`src/rtl/img_frame_ctrl.sv`:
```
`default_nettype none
// ============================================================================
// Module   : img_frame_ctrl
// Brief    : Frame sequencer for the image datapath: pixel coordinates,
//            SOF/EOF framing, border tap gating and frame-boundary mode change.
// Revision : 1.0 - initial release
// ============================================================================
module img_frame_ctrl #(
  parameter int         ROW_LENGTH = 1280,
  parameter int         ROWS       = 960,
  parameter int         BORDER     = 1,
  parameter logic [1:0] RST_MODE   = 2'd0
) (
  input  logic        iCLK,
  input  logic        iRST,
  input  logic        iFVAL,
  input  logic        iDVAL,
  input  logic        iCFG_REQ,
  input  logic [1:0]  iCFG_MODE,
  output logic [10:0] oX_Cont,
  output logic [10:0] oY_Cont,
  output logic        oTAP_EN,
  output logic [1:0]  oMODE,
  output logic        oCFG_ACK,
  output logic        oSOF,
  output logic        oEOF,
  output logic        oFRAME_ERR
);

  localparam logic [1:0]  c_IDLE   = 2'd0;
  localparam logic [1:0]  c_ACTIVE = 2'd1;
  localparam logic [1:0]  c_DONE   = 2'd2;
  localparam logic [10:0] c_X_LAST = 11'(ROW_LENGTH - 1);
  localparam logic [10:0] c_Y_LAST = 11'(ROWS - 1);
  localparam logic [10:0] c_BORDER = 11'(BORDER);

  logic [1:0]  r_state;
  logic [1:0]  w_state_next;
  logic        r_fval_d;
  logic [10:0] r_x;
  logic [10:0] r_y;
  logic        r_sof;
  logic        r_eof;
  logic        r_err;
  logic        r_ack;
  logic [1:0]  r_mode;
  logic        r_pend;
  logic [1:0]  r_pend_mode;

  logic w_start;
  logic w_beat;
  logic w_row_end;
  logic w_last_beat;
  logic w_abort;
  logic w_apply;
  logic w_tap_en;

  // State register
  always_ff @(posedge iCLK or posedge iRST) begin
    if (iRST) begin
      r_state <= c_IDLE;
    end else begin
      r_state <= w_state_next;
    end
  end

  // Next-state logic; a dropped frame-valid wins over a final beat
  always_comb begin
    w_state_next = r_state;
    case (r_state)
      c_IDLE: begin
        if (w_start) begin
          w_state_next = c_ACTIVE;
        end
      end
      c_ACTIVE: begin
        if (!iFVAL) begin
          w_state_next = c_IDLE;
        end else if (w_last_beat) begin
          w_state_next = c_DONE;
        end
      end
      c_DONE: begin
        if (!iFVAL) begin
          w_state_next = c_IDLE;
        end
      end
      default: w_state_next = c_IDLE;
    endcase
  end

  // Output / event decode
  always_comb begin
    w_start     = (r_state == c_IDLE) && iFVAL && !r_fval_d;
    w_beat      = (r_state == c_ACTIVE) && iDVAL;
    w_row_end   = (r_x == c_X_LAST);
    w_last_beat = w_beat && w_row_end && (r_y == c_Y_LAST);
    w_abort     = (r_state == c_ACTIVE) && !iFVAL;
    w_apply     = (r_state == c_IDLE) && r_pend;
    w_tap_en    = w_beat && (r_x >= c_BORDER) && (r_y >= c_BORDER);
  end

  // Coordinate counters are held at zero outside an active frame
  always_ff @(posedge iCLK or posedge iRST) begin
    if (iRST) begin
      r_x <= '0;
      r_y <= '0;
    end else if ((r_state != c_ACTIVE) || w_abort) begin
      r_x <= '0;
      r_y <= '0;
    end else if (iDVAL) begin
      if (w_row_end) begin
        r_x <= '0;
        r_y <= (r_y == c_Y_LAST) ? 11'd0 : r_y + 11'd1;
      end else begin
        r_x <= r_x + 11'd1;
      end
    end
  end

  // fval_d resets high so a frame already running at reset release is skipped
  always_ff @(posedge iCLK or posedge iRST) begin
    if (iRST) begin
      r_fval_d <= 1'b1;
      r_sof    <= 1'b0;
      r_eof    <= 1'b0;
      r_err    <= 1'b0;
    end else begin
      r_fval_d <= iFVAL;
      r_sof    <= w_start;
      r_eof    <= iFVAL && w_last_beat;
      if (w_start) begin
        r_err <= 1'b0;
      end else if (w_abort || ((r_state == c_DONE) && iDVAL)) begin
        r_err <= 1'b1;
      end
    end
  end

  // Mode handshake; the ack cycle itself is not taken as a fresh request
  always_ff @(posedge iCLK or posedge iRST) begin
    if (iRST) begin
      r_mode      <= RST_MODE;
      r_pend      <= 1'b0;
      r_pend_mode <= RST_MODE;
      r_ack       <= 1'b0;
    end else begin
      r_ack <= w_apply;
      if (w_apply) begin
        r_mode <= r_pend_mode;
        r_pend <= 1'b0;
      end else if (r_pend) begin
        if (iCFG_REQ) begin
          r_pend_mode <= iCFG_MODE;
        end
      end else if (iCFG_REQ && !r_ack) begin
        r_pend      <= 1'b1;
        r_pend_mode <= iCFG_MODE;
      end
    end
  end

  assign oX_Cont    = r_x;
  assign oY_Cont    = r_y;
  assign oTAP_EN    = w_tap_en;
  assign oMODE      = r_mode;
  assign oCFG_ACK   = r_ack;
  assign oSOF       = r_sof;
  assign oEOF       = r_eof;
  assign oFRAME_ERR = r_err;

endmodule
`default_nettype wire
```
`config.mk`:
```
export PLATFORM = sky130hd
export DESIGN_NAME = img_frame_ctrl
export DESIGN_NICKNAME = d
export VERILOG_FILES = /design/src/rtl/img_frame_ctrl.sv
export SDC_FILE = /design/constraint.sdc
export NUM_CORES = 1
export LEC_CHECK = 0
export ABC_AREA = 1
export CELL_PAD_IN_SITES_DETAIL_PLACEMENT = 0
export CELL_PAD_IN_SITES_GLOBAL_PLACEMENT = 1
export CORE_AREA = 5 5 81 83
export CTS_BUF_LIST = sky130_fd_sc_hd__clkbuf_8
export CTS_CLUSTER_SIZE = 16
export DETAILED_ROUTE_END_ITERATION = 16
export DIE_AREA = 0 0 86 88
export GPL_TIMING_DRIVEN = 0
export PLACE_DENSITY = 0.81
export REMOVE_ABC_BUFFERS = 1
export SLEW_MARGIN = 40
export SYNTH_ARGS = -nofsm -noshare
export SYNTH_HDL_FRONTEND = slang
export SYNTH_SLANG_ARGS = --single-unit
```
`constraint.sdc`:
```
create_clock -name iCLK -period 1.5 [get_ports iCLK]
set_input_delay 0.225 -clock iCLK [delete_from_list [all_inputs] [get_ports iCLK]]
set_output_delay 0.225 -clock iCLK [all_outputs]
set_load 0.02 [all_outputs]
```
[After elaboration in Yosys (flattened, before gate mapping)]
Cells that the tools add are included.
Word-level totals
  memory bits (read-only): 0
  latch bits: 0
  memories: 0
  bits in registers: 34
  bits of input ports: 7
  word-level logic and storage cells: 70
  memory bits (writable): 0
Operators by class
  shifts and indexed selects: 0
  $mul: 0
  $add $sub $neg: 2
  equal/unequal tests: 9
  divide/modulo/power cells: 0
  multiplexer cells: 20
  bitwise operators: 1
  reductions and logical operators: 25
  magnitude comparators: 2
Operator list (number)
  2-to-1 mux 11 bit: 7
  adder 11 x 1 -> 11 bit, second input constant: 2
  >= comparator 11 x 1 -> 1 bit, second input constant: 2
  2-to-1 mux 2 bit: 7
  logical AND 1 bit: 12
  equality test 11 x 10 -> 1 bit, second input constant: 1
  equality test 11 bit, second input constant: 1
  nonzero test 2 bit: 4
  inequality test 2 bit, second input constant: 3
  one-hot mux 2 bit (3 select lines): 1
  AND reduction 3 bit: 2
  2-to-1 mux 1 bit: 5
  zero test 1 bit: 3
  inequality test 3 bit, second input constant: 1
  equality test 2 x 1 -> 1 bit, second input constant: 1
  equality test 2 bit, second input constant: 1
  zero test 2 bit: 1
  logical OR 1 bit: 2
  inequality test 2 x 1 -> 1 bit, second input constant: 1
  AND reduction 2 bit: 1
  inverter 1 bit: 1

[Depth between registers and ports, before layout]
Gate-level depths: netlist of the first run.
  depth in word-level cells: 7
  depth in mapped cells: 9

[Worst setup path before layout of the first run]
No wires, ideal clock.
  path kind: register to register
  from: register r_y[0], in the netlist oY_Cont[0]
  to: register r_y[1], in the netlist oY_Cont[1]
  setup slack: -0.073 ns
  data arrival time: 1.447 ns
  data required time: 1.374 ns
  stages on the path, launching flop included: 9
  library setup time: 0.126 ns
  buffers on the path: 0
  cells stage by stage: dfrtp_1 ha_1 nand2_1 nor2_1 nand4_1 nand2_1 nor2_1 nand2_1 o21ai_0
Between the ends
  word-level cells in the longest chain between the ends: 5
Ends and longest elaborated chain
  start: declaration: line 41  | logic [10:0] r_y;
  start signal: assignment: line 114  | r_y <= (r_y == c_Y_LAST) ? 11'd0 : r_y + 11'd1;
  adder 11 x 1 -> 11 bit / equality test 11 x 10 -> 1 bit (equally long branches): line 114
  2-to-1 mux 11 bit *: line 114
  2-to-1 mux 11 bit *: line 112  | if (w_row_end) begin
  2-to-1 mux 11 bit *: line 111  | end else if (iDVAL) begin
  2-to-1 mux 11 bit *: line 108  | end else if ((r_state != c_ACTIVE) || w_abort) begin
Every way passes the cells marked *; elsewhere a longest branch is shown, timed or not. The select of a mux whose other input is x is not followed.
A chain may end at the register's enable or synchronous reset.

[Worst setup path after layout of the first run]
  from: register r_y[0], in the netlist oY_Cont[0]
  to: output port oTAP_EN
Between the ends
  word-level cells in the longest chain between the ends: 2
Ends and longest elaborated chain
  >= comparator 11 x 1 -> 1 bit: line 100  | w_tap_en = w_beat && (r_x >= c_BORDER) && (r_y >= c_BORDER);
  logical AND 1 bit: line 100
  end: declaration: line 22  | output logic oTAP_EN,
No other way between the ends.

==> results.toml, run 1 <==
[sta]
relSlewSlack_pct = 53.9
setup_tns_ns = -1.43
drv_slew = 0
tightest_slew_ns = 0.690
min_period_ns = 1.72
final_hold_viol_count = 0
setup_violations = 21
whs_ns = 0.359
min_period_over_period_pct = 114
fin_skew_ns = 0.00727
fmax_mhz = 582
grt_setup_unrepaired = "yes"
fin_ws_ns = -0.217

[setup_path]
cpPeakStageDelay_ns = 0.45
worstPathArrival_ns = 1.49
critPathKind = "flop to primary output"
cp_max_fo = 3
crit_chain = "ha_4, nor4_4, nand3_1, nand2_2, nor2_2, buf_6"
crit_path_start = "oY_Cont[0]"
slowest_stage = "dfrtp_2"
r2r-end = "oY_Cont[1]"
reg2reg_slack_ns = -0.20
worstPathRequired_ns = 1.27
endpoint_kind = "primary output"
start_kind = "flop"
r2r_start = "oY_Cont[0]"
r2r_cells = 9

[clock_network]
cts_max_level = 2
cts_root_buf = "clkbuf_8"
cts_buffers = 5
clk_path_buf_depth = 2
cts_tree = "yes"
clk-insertion-delay-late_ns = 0.29
clkSlewWorstSetupHoldPaths_ns = 0.08
hold_buffers = 0
numClockSinks = 34

[status]
violations = "negative setup slack"
outcome = "finished with violations"

[cells_and_area]
num_antenna_cells = 0
area_growth_pct = 47.2
drive_above_1_share_pct = 29.2
utilization_pct = 49.7
finalNetCount = 322

[grt]
antenna_found_initial = 0
gr-usage-met1_pct = 18.7
grt_pass1_wl_um = 8880
grt_pass1_vias = 1852
grt_max_degree = 35
met3_usage_pct = 3.10
grt_usage_pct = 14.7
grt_overflow = 0
grt_util_met2_pct = 24.4
gr-max-usage-layer = "met2"

[logic_synthesis]
synth-seq-cells = 34
avgSynthCellArea_um2 = 7.77
synthCells = 251
seq_area_frac_synth_pct = 43.7
yosys_warnings = 0
yosysUniqueCellTypes = 34
netlist_area_um2 = 1950

[routing]
drcViolationCount = 0
routed_via_density = 5.05
via_count = 1955
drtIter0Drc = 99
wire_per_inst_um = 14.0
ant_nets = 0
wirelength_um = 5410
drt-pass1-iter-count = 4

[min_path]
hold_path.class = "input port to asynchronous set/reset pin"

[pwr]
leakage_nw = 1.37
power_mw = 2.76
power_frac_seq_pct = 39.6
powerDensity_nw_per_um2 = 962
peakVddDrop_v = 0.000621
internal-power_mw = 1.86
p_sw_share_pct = 32.7
p_clk_share_pct = 31.3
switchingPower_uw = 903
pwr-share-comb_pct = 29.1

[die]
dieArea_um2 = 7570
pin_count = 36
die_x_um = 86
initial_core_util_pct = 33.7
core_um2 = 5780
core.rowCount = 28
die_y_um = 88

[place]
place_congestion = 0.805
portBuffers = 35
post-place-ws_ns = -0.601
hpwl_um = 3300

[job]
maxCapViolations = 0
[cells in the mapped netlist]
library cell	n	area, um^2
nand2_1	53	199
dfrtp_1	33	826
inv_1	33	124
nor2_1	31	116
nand3_1	16	80.1
nor3_1	13	65.1
nand4_1	11	68.8
o21ai_0	7	35.0
o21ai_1	7	35.0
a21oi_1	5	25.0
nor4_1	5	31.3
ha_1	4	50.1
buf_2	3	15.0
nand2_2	3	18.8
nor2_4	3	33.8
xor2_1	3	26.3
buf_6	2	22.5
inv_2	2	7.51
nand2_4	2	22.5
a31oi_1	1	6.26
and3_1	1	6.26
clkinv_1	1	3.75
clkinv_4	1	8.76
dfstp_2	1	26.3
nand3_2	1	10.0
nand3_4	1	17.5
nor2_2	1	6.26
nor3_2	1	10.0
o211ai_1	1	7.51
o21ai_4	1	16.3
o22ai_1	1	6.26
o31ai_1	1	7.51
o41ai_1	1	8.76
or2_2	1	6.26
[placed cells by master, fill, tap and decap left out, types with 5 or more instances in the layout]
cell	instances
inv_1	28
nand2_2	10
dfrtp_1	27
nand3_1	15
inv_2	7
nand2_1	43
nor3_1	11
o21ai_2	6
dlygate4sd2_1	22
nor2_4	5
nand4_1	11
buf_4	17
dfrtp_2	6
clkbuf_8	5
clkdlybuf4s50_1	8
nor2_1	29
[timing repair]
action                                  in CTS  in global routing
endpoints found under the setup margin      41                 30
pin swaps                                   11                 11
cloned                                       2                  0
resized for setup                           51                 41
setup buffers                               17                  4
[logic make-up (layout without fill, tap and decap cells)]
group / count (synthesis) / after routing / synth area share (%)
buffers and inverters: 42 / 101 / 9.31
adders and majority gates: 4 / 4 / 2.57
DFF: 34 / 34 / 43.7
and+or+nand+nor: 143 / 145 / 35.5
AOI/OAI and AO/OA: 25 / 25 / 7.57
xor gates and xnor gates: 3 / 3 / 1.35
[critical path, delay by kind of cell, from the launching register on]
kind                       cells  cell delay (ns)
buffers and inverters          1             0.12
adders and majority gates      1             0.17
DFF                            1             0.45
and+or+nand+nor                4             0.46
[metal layers]
layer | wire length [um] | part of all wire, %
met1 | 2340 | 43
met3 | 278 | 5.1
met5 | 0 | 0
met4 | 120 | 2.2
met2 | 2680 | 49
[power groups by stage]
stage          clock network [mW]  logic [mW]  registers [mW]
2_1_floorplan                   0       0.278            1.19
3_3_place_gp                    0       0.573            1.12
3_5_place_dp                    0       0.583            1.13
4_1_cts                     0.874       0.720            1.09
5_1_grt                     0.905       0.897            1.11
6_report                    0.863       0.803            1.09
[registers in the layout, summed over array words and instances (netlist names)]
register,flops
oFRAME_ERR,1
oX_Cont,11
r_pend,1
oEOF,1
r_state,2
oCFG_ACK,1
r_pend_mode,2
oMODE,2
r_fval_d,1
oSOF,1
oY_Cont,11
[how the worst max path moves through the flow]
stage	end	slack [ns]	cells after the start
2_1_floorplan	oY_Cont[1]	-0.09	8
3_3_place_gp	oTAP_EN	-0.59	6
3_5_place_dp	oTAP_EN	-0.60	6
4_1_cts	oTAP_EN	-0.18	6
5_1_grt	oTAP_EN	-0.29	6
6_report	oTAP_EN	-0.22	6
[per-stage QoR]
step           cells  cell area (um^2)
5_1_grt          387              2870
3_3_place_gp     356              2360
2_1_floorplan    246              1910
3_5_place_dp     356              2360
4_1_cts          383              2700
6_report         387              2870
[area by class of cell]
class                   instances  area [um^2]
clock buffers                   5         68.8
clock inverters                 3         45.0
fillers                       575         2910
inverters                      37          146
multi-input cells             177         1140
flip-flops and latches         34          860
well taps                      75         93.8
repair buffers                 56          515
No activity file was read; power rests on OpenSTA's default activity.
==> run 2, diff against run 1 <==
--- a/config.mk
+++ b/config.mk
@@ -16,7 +16,6 @@
 export GPL_TIMING_DRIVEN = 0
 export PLACE_DENSITY = 0.81
 export REMOVE_ABC_BUFFERS = 1
-export SLEW_MARGIN = 40
 export SYNTH_ARGS = -nofsm -noshare
 export SYNTH_HDL_FRONTEND = slang
 export SYNTH_SLANG_ARGS = --single-unit
==> results.toml, run 2 (synthesis results as in run 1) <==
[status]
outcome = "finished with violations"
violations = "negative setup slack"

[grt]
grt_usage_pct = 14.3
grt_max_degree = 35
grt_pass1_wl_um = 8650
grt_pass1_vias = 1884
grt_overflow = 0
antenna_found_initial = 0

[setup_path]
r2r_start = "oY_Cont[0]"
worstPathArrival_ns = 1.50
r2r_cells = 9
cpPeakStageDelay_ns = 0.47
path_delay_family = "simple AND/OR/NAND/NOR gates"
critPathKind = "flop to primary output"
crit_chain = "nor4_2, nand3_1, nand2_1, nor2_1, buf_4"
worstPathRequired_ns = 1.27
r2r-end = "r_state[1]"
slowest_stage = "dfrtp_2"
reg2reg_slack_ns = -0.19
crit_buf_inv = 1
cp_max_fo = 7
start_kind = "flop"
endpoint_kind = "primary output"

[sta]
fmax_mhz = 579
final_hold_viol_count = 0
tightest_slew_ns = 0.734
min_period_over_period_pct = 115
setup_violations = 14
fin_ws_ns = -0.226
min_period_ns = 1.73
grt_setup_unrepaired = "yes"
fin_skew_ns = 0.00522
relSlewSlack_pct = 50.9
drv_slew = 0

[routing]
drcViolationCount = 0
via_count = 1957
drt-pass1-iter-count = 6
drtIter0Drc = 162
wirelength_um = 5420
routed_via_density = 5.03
wire_per_inst_um = 13.9
ant_nets = 0

[clock_network]
cts_tree = "yes"
hold_buffers = 0
clkSlewWorstSetupHoldPaths_ns = 0.08
clk-insertion-delay-late_ns = 0.29
cts_root_buf = "clkbuf_8"
cts_max_level = 2
numClockSinks = 34
cts_buffers = 5
clk_path_buf_depth = 2

[die]
initial_core_util_pct = 33.7
die_x_um = 86
pin_count = 36
die_y_um = 88
dieArea_um2 = 7570
core.rowCount = 28
core_um2 = 5780

[place]
dpl.cell_count = 356
portBuffers = 35
postPlaceCellArea_um2 = 2360
post-place-ws_ns = -0.600
hpwl_um = 3310
place_congestion = 0.805

[cells_and_area]
multi_input_area_um2 = 1070
area_growth_pct = 45.0
final_cell_area_um2 = 2830
num_antenna_cells = 0
drive_above_1_share_pct = 24.8
stdcell_count = 389
final_common_cell = "nand2_1"
finalNetCount = 324
seqCellArea_um2 = 860
final_cell_mix = "nand2_1, inv_1, nor2_1"
n_fill_cell = 586

[pwr]
power_frac_seq_pct = 40.1
leakage_nw = 1.35
switchingPower_uw = 870
powerDensity_nw_per_um2 = 963
power_mw = 2.72
p_clk_share_pct = 31.4
internal-power_mw = 1.85
p_sw_share_pct = 32.0
pwr-share-comb_pct = 28.5
peakVddDrop_v = 0.000615

[min_path]
hold_path.class = "input port to asynchronous set/reset pin"

[job]
maxCapViolations = 0
-- run 2: cell count changes in the layout (fill, tap and decap cells not counted), moves of 2 or more --
cell     previous run  this run
nand2_1            43        53
inv_1              28        30
nand2_8             4         2
o21ai_2             6         2
o21ai_1             4         8
inv_2               7         4
nand2_2            10         1
buf_4              17        19
-- run 2: how the worst max path moves through the flow --
stage,startpoint,to,slack [ns],cells past startpoint
floorplan,oY_Cont[0],oY_Cont[1],-0.09,8
global placement,iDVAL,oTAP_EN,-0.59,6
detailed placement,iDVAL,oTAP_EN,-0.60,6
CTS,oY_Cont[8],oTAP_EN,-0.18,5
global route,oY_Cont[1],r_state[1],-0.31,9
finish,oY_Cont[8],oTAP_EN,-0.23,5
-- run 2: what timing repair did --
item                       in CTS  in global routing
cloned                          0                  2
buffers inserted               15                  8
pin swaps                       9                  8
gates resized for setup        53                 19
setup endpoints to repair      41                 29
-- run 2: stage by stage --
step	utilization [%]	hold slack, ns	TNS, ns
2_1_floorplan	-	0.229	-0.235
3_3_place_gp	40.8	0.468	-15.18
3_5_place_dp	40.8	0.476	-15.12
4_1_cts	45.8	0.423	-1.61
5_1_grt	48.9	0.468	-3.75
6_report	48.9	0.403	-1.60
-- run 2: layer usage --
metal  vias up  wire [um]  track usage (%)
li1        946          -                -
met1       943       2330             17.8
met2        54       2660             23.6
met3        14        285             3.01
met4         0        136             6.76
met5         -          0                0
-- run 2: layout make-up --
cell class | count | area share, %
Multi-Input combinational cell | 177 | 37.9
Sequential cell | 34 | 30.4
Tap cell | 75 | 3.32
Timing Repair Buffer | 58 | 19.1
Inverter | 37 | 5.22
Clock inverter | 3 | 1.59
Clock buffer | 5 | 2.43
-- run 2: power groups by stage --
stage          combinational [mW]  clock (mW)  sequential [mW]
2_1_floorplan               0.278           0             1.19
6_report                    0.776       0.854             1.09
5_1_grt                     0.863       0.903             1.11
4_1_cts                     0.690       0.876             1.09
3_3_place_gp                0.573           0             1.12
3_5_place_dp                0.581           0             1.13
-- run 2: worst register-to-register path: stages (launching register included) --
cell     delay [ns]
dfrtp_2        0.38
buf_4          0.11
ha_1           0.14
nand2_1        0.15
nor2_4         0.20
nand4_1        0.17
buf_4          0.19
nor3_1         0.16
nand2_1        0.07
nand2_1        0.06
